## config.mk

```make
export PLATFORM = sky130hd
export DESIGN_NAME = mem_port_arbiter_flat
export DESIGN_NICKNAME = d
export VERILOG_FILES = /design/src/rtl/mem_port_arbiter_if.sv /design/src/rtl/mem_port_arbiter.sv /design/src/flat_wrapper.sv
export SDC_FILE = /design/constraint.sdc
export NUM_CORES = 1
export LEC_CHECK = 0
export ABC_AREA = 1
export CAP_MARGIN = 20
export CORE_MARGIN = 8
export CORE_UTILIZATION = 36
export CTS_CLUSTER_SIZE = 16
export DETAILED_ROUTE_END_ITERATION = 8
export PLACE_DENSITY = 0.9
export SYNTH_ARGS = -nofsm -noshare
export SYNTH_HDL_FRONTEND = slang
export SYNTH_SLANG_ARGS = --single-unit
```

## constraint.sdc

```tcl
create_clock -name clk -period 2 [get_ports clk]
set_clock_uncertainty 0.2 [all_clocks]
set_input_delay 0.5 -clock clk [delete_from_list [all_inputs] [get_ports clk]]
set_output_delay 0.5 -clock clk [all_outputs]
set_load 0.005 [all_outputs]
```

## src/rtl/mem_port_arbiter_if.sv

```systemverilog
// mem_port_arbiter_if: bundles the fetch, data and memory-bus signals of
// mem_port_arbiter. The master modport is the arbiter's view. The slave modport
// is the view of the requesters and the memory together.
interface mem_port_arbiter_if;
    // Fetch requester
    logic        IReq;
    logic [31:0] IAddr;
    logic        IReady;
    logic [31:0] IRdata;
    // Data requester
    logic        DReq;
    logic        DWe;
    logic [31:0] DAddr;
    logic [31:0] DWdata;
    logic [1:0]  DSize;
    logic        DReady;
    logic [31:0] DRdata;
    // Memory bus
    logic        MReq;
    logic        MWe;
    logic [31:0] MAddr;
    logic [31:0] MWdata;
    logic [1:0]  MSize;
    logic [31:0] MRdata;
    logic        MAck;
    // Status
    logic        ErrTimeout;

    modport master (
        input  IReq, IAddr, DReq, DWe, DAddr, DWdata, DSize, MRdata, MAck,
        output IReady, IRdata, DReady, DRdata,
        output MReq, MWe, MAddr, MWdata, MSize, ErrTimeout
    );

    modport slave (
        output IReq, IAddr, DReq, DWe, DAddr, DWdata, DSize, MRdata, MAck,
        input  IReady, IRdata, DReady, DRdata,
        input  MReq, MWe, MAddr, MWdata, MSize, ErrTimeout
    );
endinterface

```

## src/rtl/mem_port_arbiter.sv

```systemverilog
// mem_port_arbiter: shares one single-ported, variable-latency memory between
// instruction fetch and data accesses. Data accesses win arbitration. After
// MAX_D_BURST consecutive data grants with a fetch pending, one fetch grant is
// forced. Each access runs IDLE -> xBUSY -> IDLE. Ready pulses combinationally
// with MAck.
// Optional macro ARB_TIMEOUT_EN: aborts a busy access after TIMEOUT cycles
// without MAck. On abort it returns zero data and sets the sticky ErrTimeout.
module mem_port_arbiter #(
    parameter int unsigned MAX_D_BURST = 4,
    parameter int unsigned TIMEOUT     = 64
) (
    input logic                clk,
    input logic                rst,
    mem_port_arbiter_if.master bus
);
    typedef enum logic [1:0] {IDLE, IBUSY, DBUSY} arbStateT;

    localparam int unsigned   DCNT_W = $clog2(MAX_D_BURST + 1);
    localparam logic [DCNT_W-1:0] D_MAX = DCNT_W'(MAX_D_BURST);

    if (MAX_D_BURST < 1 || TIMEOUT < 2) begin : gBadParams
        $error("mem_port_arbiter: requires MAX_D_BURST >= 1 and TIMEOUT >= 2");
    end

    arbStateT          state, stateNext;
    logic [DCNT_W-1:0] dcount, dcountNext;
    logic              mReqNext;
    logic              mWeNext;
    logic [31:0]       mAddrNext;
    logic [31:0]       mWdataNext;
    logic [1:0]        mSizeNext;

`ifdef ARB_TIMEOUT_EN
    localparam int unsigned     TW    = $clog2(TIMEOUT);
    localparam logic [TW-1:0]   TLAST = TW'(TIMEOUT - 1);

    logic [TW-1:0] waitCnt;
    logic          timeoutHit;
    logic          errTimeout;
`endif

    // Arbitration, operand capture and completion decode
    always_comb begin
        stateNext  = state;
        dcountNext = dcount;
        mReqNext   = bus.MReq;
        mWeNext    = bus.MWe;
        mAddrNext  = bus.MAddr;
        mWdataNext = bus.MWdata;
        mSizeNext  = bus.MSize;
        bus.IReady = 1'b0;
        bus.DReady = 1'b0;
        bus.IRdata = bus.MRdata;
        bus.DRdata = bus.MRdata;
`ifdef ARB_TIMEOUT_EN
        timeoutHit = 1'b0;
`endif
        case (state)
            IDLE: begin
                if (bus.DReq && (!bus.IReq || dcount < D_MAX)) begin
                    stateNext  = DBUSY;
                    mReqNext   = 1'b1;
                    mWeNext    = bus.DWe;
                    mAddrNext  = bus.DAddr;
                    mWdataNext = bus.DWdata;
                    mSizeNext  = bus.DSize;
                    // The burst count only grows while a fetch is being held off.
                    if (!bus.IReq)
                        dcountNext = '0;
                    else if (dcount != D_MAX)
                        dcountNext = dcount + DCNT_W'(1);
                end else if (bus.IReq) begin
                    stateNext  = IBUSY;
                    mReqNext   = 1'b1;
                    mWeNext    = 1'b0;
                    mAddrNext  = bus.IAddr;
                    mSizeNext  = 2'b10;
                    dcountNext = '0;
                end
            end
            IBUSY: begin
                if (bus.MAck) begin
                    bus.IReady = 1'b1;
                    stateNext  = IDLE;
                    mReqNext   = 1'b0;
                end
`ifdef ARB_TIMEOUT_EN
                else if (waitCnt == TLAST) begin
                    bus.IReady = 1'b1;
                    bus.IRdata = '0;
                    timeoutHit = 1'b1;
                    stateNext  = IDLE;
                    mReqNext   = 1'b0;
                end
`endif
            end
            DBUSY: begin
                if (bus.MAck) begin
                    bus.DReady = 1'b1;
                    stateNext  = IDLE;
                    mReqNext   = 1'b0;
                end
`ifdef ARB_TIMEOUT_EN
                else if (waitCnt == TLAST) begin
                    bus.DReady = 1'b1;
                    bus.DRdata = '0;
                    timeoutHit = 1'b1;
                    stateNext  = IDLE;
                    mReqNext   = 1'b0;
                end
`endif
            end
            default: stateNext = IDLE;
        endcase
    end

    // State, burst counter and registered memory-bus outputs
    always_ff @(posedge clk or negedge rst) begin
        if (!rst) begin
            state      <= IDLE;
            dcount     <= '0;
            bus.MReq   <= 1'b0;
            bus.MWe    <= 1'b0;
            bus.MAddr  <= '0;
            bus.MWdata <= '0;
            bus.MSize  <= '0;
        end else begin
            state      <= stateNext;
            dcount     <= dcountNext;
            bus.MReq   <= mReqNext;
            bus.MWe    <= mWeNext;
            bus.MAddr  <= mAddrNext;
            bus.MWdata <= mWdataNext;
            bus.MSize  <= mSizeNext;
        end
    end

`ifdef ARB_TIMEOUT_EN
    // Busy-wait counter (zero in IDLE, so zero on BUSY entry) and sticky timeout flag
    always_ff @(posedge clk or negedge rst) begin
        if (!rst) begin
            waitCnt    <= '0;
            errTimeout <= 1'b0;
        end else begin
            if (state == IDLE)
                waitCnt <= '0;
            else if (!bus.MAck)
                waitCnt <= waitCnt + TW'(1);
            if (timeoutHit)
                errTimeout <= 1'b1;
        end
    end

    assign bus.ErrTimeout = errTimeout;
`else
    assign bus.ErrTimeout = 1'b0;
`endif
endmodule

```

## src/flat_wrapper.sv

```systemverilog
// flat-port wrapper written by rule: the top's interface ports become plain ports
module mem_port_arbiter_flat 
#(
    parameter int unsigned MAX_D_BURST = 4,
    parameter int unsigned TIMEOUT     = 64
)
  (clk, rst, bus_IReq, bus_IAddr, bus_DReq, bus_DWe, bus_DAddr, bus_DWdata, bus_DSize, bus_MRdata, bus_MAck, bus_IReady, bus_IRdata, bus_DReady, bus_DRdata, bus_MReq, bus_MWe, bus_MAddr, bus_MWdata, bus_MSize, bus_ErrTimeout);
  mem_port_arbiter_if bus_i ();
  input logic clk;
  input logic rst;
  input wire logic [$bits(bus_i.IReq)-1:0] bus_IReq;
  input wire logic [$bits(bus_i.IAddr)-1:0] bus_IAddr;
  input wire logic [$bits(bus_i.DReq)-1:0] bus_DReq;
  input wire logic [$bits(bus_i.DWe)-1:0] bus_DWe;
  input wire logic [$bits(bus_i.DAddr)-1:0] bus_DAddr;
  input wire logic [$bits(bus_i.DWdata)-1:0] bus_DWdata;
  input wire logic [$bits(bus_i.DSize)-1:0] bus_DSize;
  input wire logic [$bits(bus_i.MRdata)-1:0] bus_MRdata;
  input wire logic [$bits(bus_i.MAck)-1:0] bus_MAck;
  output wire logic [$bits(bus_i.IReady)-1:0] bus_IReady;
  output wire logic [$bits(bus_i.IRdata)-1:0] bus_IRdata;
  output wire logic [$bits(bus_i.DReady)-1:0] bus_DReady;
  output wire logic [$bits(bus_i.DRdata)-1:0] bus_DRdata;
  output wire logic [$bits(bus_i.MReq)-1:0] bus_MReq;
  output wire logic [$bits(bus_i.MWe)-1:0] bus_MWe;
  output wire logic [$bits(bus_i.MAddr)-1:0] bus_MAddr;
  output wire logic [$bits(bus_i.MWdata)-1:0] bus_MWdata;
  output wire logic [$bits(bus_i.MSize)-1:0] bus_MSize;
  output wire logic [$bits(bus_i.ErrTimeout)-1:0] bus_ErrTimeout;
  assign bus_i.IReq = bus_IReq;
  assign bus_i.IAddr = bus_IAddr;
  assign bus_i.DReq = bus_DReq;
  assign bus_i.DWe = bus_DWe;
  assign bus_i.DAddr = bus_DAddr;
  assign bus_i.DWdata = bus_DWdata;
  assign bus_i.DSize = bus_DSize;
  assign bus_i.MRdata = bus_MRdata;
  assign bus_i.MAck = bus_MAck;
  assign bus_IReady = bus_i.IReady;
  assign bus_IRdata = bus_i.IRdata;
  assign bus_DReady = bus_i.DReady;
  assign bus_DRdata = bus_i.DRdata;
  assign bus_MReq = bus_i.MReq;
  assign bus_MWe = bus_i.MWe;
  assign bus_MAddr = bus_i.MAddr;
  assign bus_MWdata = bus_i.MWdata;
  assign bus_MSize = bus_i.MSize;
  assign bus_ErrTimeout = bus_i.ErrTimeout;
  mem_port_arbiter #(.MAX_D_BURST(MAX_D_BURST), .TIMEOUT(TIMEOUT)) u_core (.clk(clk), .rst(rst), .bus(bus_i));
endmodule
```

==> summary.txt <==
Global routing
  – First-pass GRT wire length: 17730 um
  – Gr busiest metal: met2
  – Global-route usage over all layers: 0.1507
  – Largest net degree at the start of global routing: 74
  – Routing usage on met1: 0.1616
  – Overflow after GRT: 0
  – M3 GR Usage: 0.05072
  – Initial antenna violation count: 0
  – GR Util met2: 0.2629
  – Number of global-route vias before repair: 3494

Clocking
  – TritonCTS clock tree: done
  – Clock root buffer: clkbuf_8
  – H-tree depth: 3
  – Skew-Pair Late Insertion Delay: 0.33 ns
  – Clk slew on worst S/H paths: 0.08 ns
  – CTS max path bufs: 2
  – Num CTS Buffers: 9
  – CTS Sinks: 73

Die
  – DIE HEIGHT: 121.3 um
  – CORE AREA: 0.01084 mm2
  – Die area: 0.01470 mm2
  – Initial core utilization: 0.3680
  – # rows: 38
  – Ports: 271
  – Die Wd: 121.3 um

Timing
  – Fin. max-slew vios: 0
  – Max Freq: 0.5148 GHz
  – Worst setup margin: 0.05762 ns
  – # setup viols final: 0
  – Setup TNS Final: 0 ns
  – Hold Vio Cnt, Final: 0
  – Final Critical Period: 1.942 ns
  – Period utilization: 0.9712
  – RSZ-0062 raised after global routing: no

Worst setup path
  – Worst Path Arrival: 1.24 ns
  – Cells along the critical path: buf_6, ha_4, nand2_1, inv_1, buf_2
  – Crit Path Class: flip-flop to output port
  – Reg2reg path depth: 9
  – Critical path's slowest cell: dfrtp_1
  – Critical Path Fanout Max: 2
  – Critical Path Max Stage Delay: 0.41 ns
  – Crit. End Element: output port
  – Req. time, crit path: 1.30 ns
  – CP Launch Type: flip-flop
  – R2R Setup Slk: 0.26 ns

Detailed routing
  – Via density: 4.471
  – Routed WL: 11340 um
  – Drt wl/cell: 14.76 um
  – Via Count: 3434
  – # DRC: 0
  – Post-route ant nets: 0
  – Total iterations of the first detailed-routing run: 4
  – Drt initial violations: 166

Cells and area
  – ANT cells: 0
  – FILL cells: 971
  – Finished Cell Area: 0.005794 mm2
  – Ratio of cells with drive above 1 in the final layout: 0.08121
  – Final nets: 765
  – Area growth, synth to finish: 45.26%

Synth
  – Cell variety after synth: 18
  – YS warnings: 0
  – Sequential area share after synthesis: 0.4580
  – Syn nets: 648
  – Synth Cell Area: 0.003989 mm2
  – Yosys reg bits: 73
  – Syn avg cell area: 7.883 um2
  – Post-Synthesis Cells: 506

Power
  – Max IR drop VDD: 0.6647 mV
  – Lkg Pwr: 2.879 nW
  – Power Density: 1299 mW/mm2

Placement
  – Pre-CTS setup slack: -0.3079 ns
  – Placed instance area: 0.005484 mm2
  – RePlAce Congestion: 0.8008
  – HPWL after DPL: 8551 um
  – PortBufs: 173

Flow run
  – Max_cap viols: 0

Worst hold path
  – Hold Path Depth: 2
  – Hold Crit Class: flip-flop to flip-flop

Outcome
  – Status: finished clean
## worst max-delay path: cells and delay by family (launching register included)
family                   cells  cell delay, ns
AND/OR/NAND/NOR              1            0.06
buffers and inverters        3            0.30
adder cells (fa/ha/maj)      1            0.14
flip-flops                   1            0.41
## logic make-up (layout without fill, tap and decap cells)
group,after synthesis,in the layout,share of synthesized area
other,1,1,0.0009401
buffers and inverters,133,255,0.1964
DFF,73,73,0.4580
AOI/OAI and AO/OA,5,5,0.006273
adders and majority gates,6,6,0.01882
and+or+nand+nor,288,288,0.3196
## report_power, final
part	switching, W	internal, W	total [W]
registers	0.000405	0.00220	0.00261
clock network	0.000563	0.000741	0.00130
logic	0.00158	0.00204	0.00362
## sequential cells by signal, summed over array words and instances (netlist names)
register,cells
u_core.bus.MWe,1
u_core.bus.MReq,1
u_core.bus.MSize,2
u_core.bus.MAddr,32
u_core.dcount,3
u_core.bus.MWdata,32
u_core.state,2
## cell usage in the layout (no fill, tap or decap), types with 2 or more instances in the layout
cell type,count
nand3_1,34
ha_1,4
bufinv_16,2
dfrtp_1,72
inv_2,3
ha_4,2
nand3b_1,32
buf_4,11
nor2_4,2
inv_1,41
buf_12,8
buf_2,2
clkbuf_8,10
nand2_1,215
buf_6,2
nand2_2,2
clkdlybuf4s50_1,168
nand4_1,2
o21ai_0,5
## final timing paths
check / start / endpoint
hold / removal: u_core.bus.MWdata[12]$_DFFE_PN0P_ / u_core.bus.MWdata[12]$_DFFE_PN0P_
min in group asynchronous: rst / u_core.bus.MAddr[4]$_DFFE_PN0P_
setup reg to reg: u_core.state[0]$_DFFE_PN0P_ / u_core.bus.MSize[1]$_DFFE_PN0P_
hold reg to reg: u_core.bus.MWdata[12]$_DFFE_PN0P_ / u_core.bus.MWdata[12]$_DFFE_PN0P_
max in group asynchronous: rst / u_core.bus.MWdata[13]$_DFFE_PN0P_
setup / recovery: u_core.state[0]$_DFFE_PN0P_ / bus_IReady
## final cells by class
type / count / area, um2 / area share
clock buffer: 10 / 137.6 / 0.02375
multi-input combinational: 300 / 1404 / 0.2423
clock inverter: 6 / 90.09 / 0.01555
inverter: 45 / 171.4 / 0.02958
tap: 140 / 175.2 / 0.03023
timing repair buffer: 194 / 1988 / 0.3431
sequential: 73 / 1828 / 0.3155
## stage by stage
step             util  instances  power (W)  hold WS [ns]
5_1_grt        0.5345        768   0.008082        0.3029
2_1_floorplan       -        506   0.004088      0.004409
3_3_place_gp   0.5059        745   0.006068        0.2610
3_5_place_dp   0.5059        745   0.006189        0.2643
6_report       0.5345        768   0.007525        0.2806
4_1_cts        0.5320        767   0.007630        0.2868
## metal layers
metal | wire length (um) | vias to the layer above | share of wire
met1 | 4420 | 1549 | 0.39
met5 | 0 | - | 0
met4 | 338 | 0 | 0.030
li1 | - | 1707 | -
met3 | 980 | 40 | 0.086
met2 | 5599 | 138 | 0.49
## synth_stat cells, drive strengths merged
cell	number	area (um2)
inv	45	168.9
dfrtp	73	1827
conb	1	3.750
buf	84	599.3
nor2	2	22.52
nand2	217	819.5
nand3b	32	240.2
clkbuf	4	15.01
o21ai	5	25.02
nand4	2	12.51
ha	6	75.07
nand3	35	180.2
## what timing repair did
action / CTS / global route
hold buffers: 1 / 0
gates resized for setup: 15 / 5
pin swaps: 1 / 0
hold endpoints to repair: 73 / 0
endpoints found under the setup margin: 2 / 2
buffers inserted: 5 / 1
(Power assumes the default switching activity.)
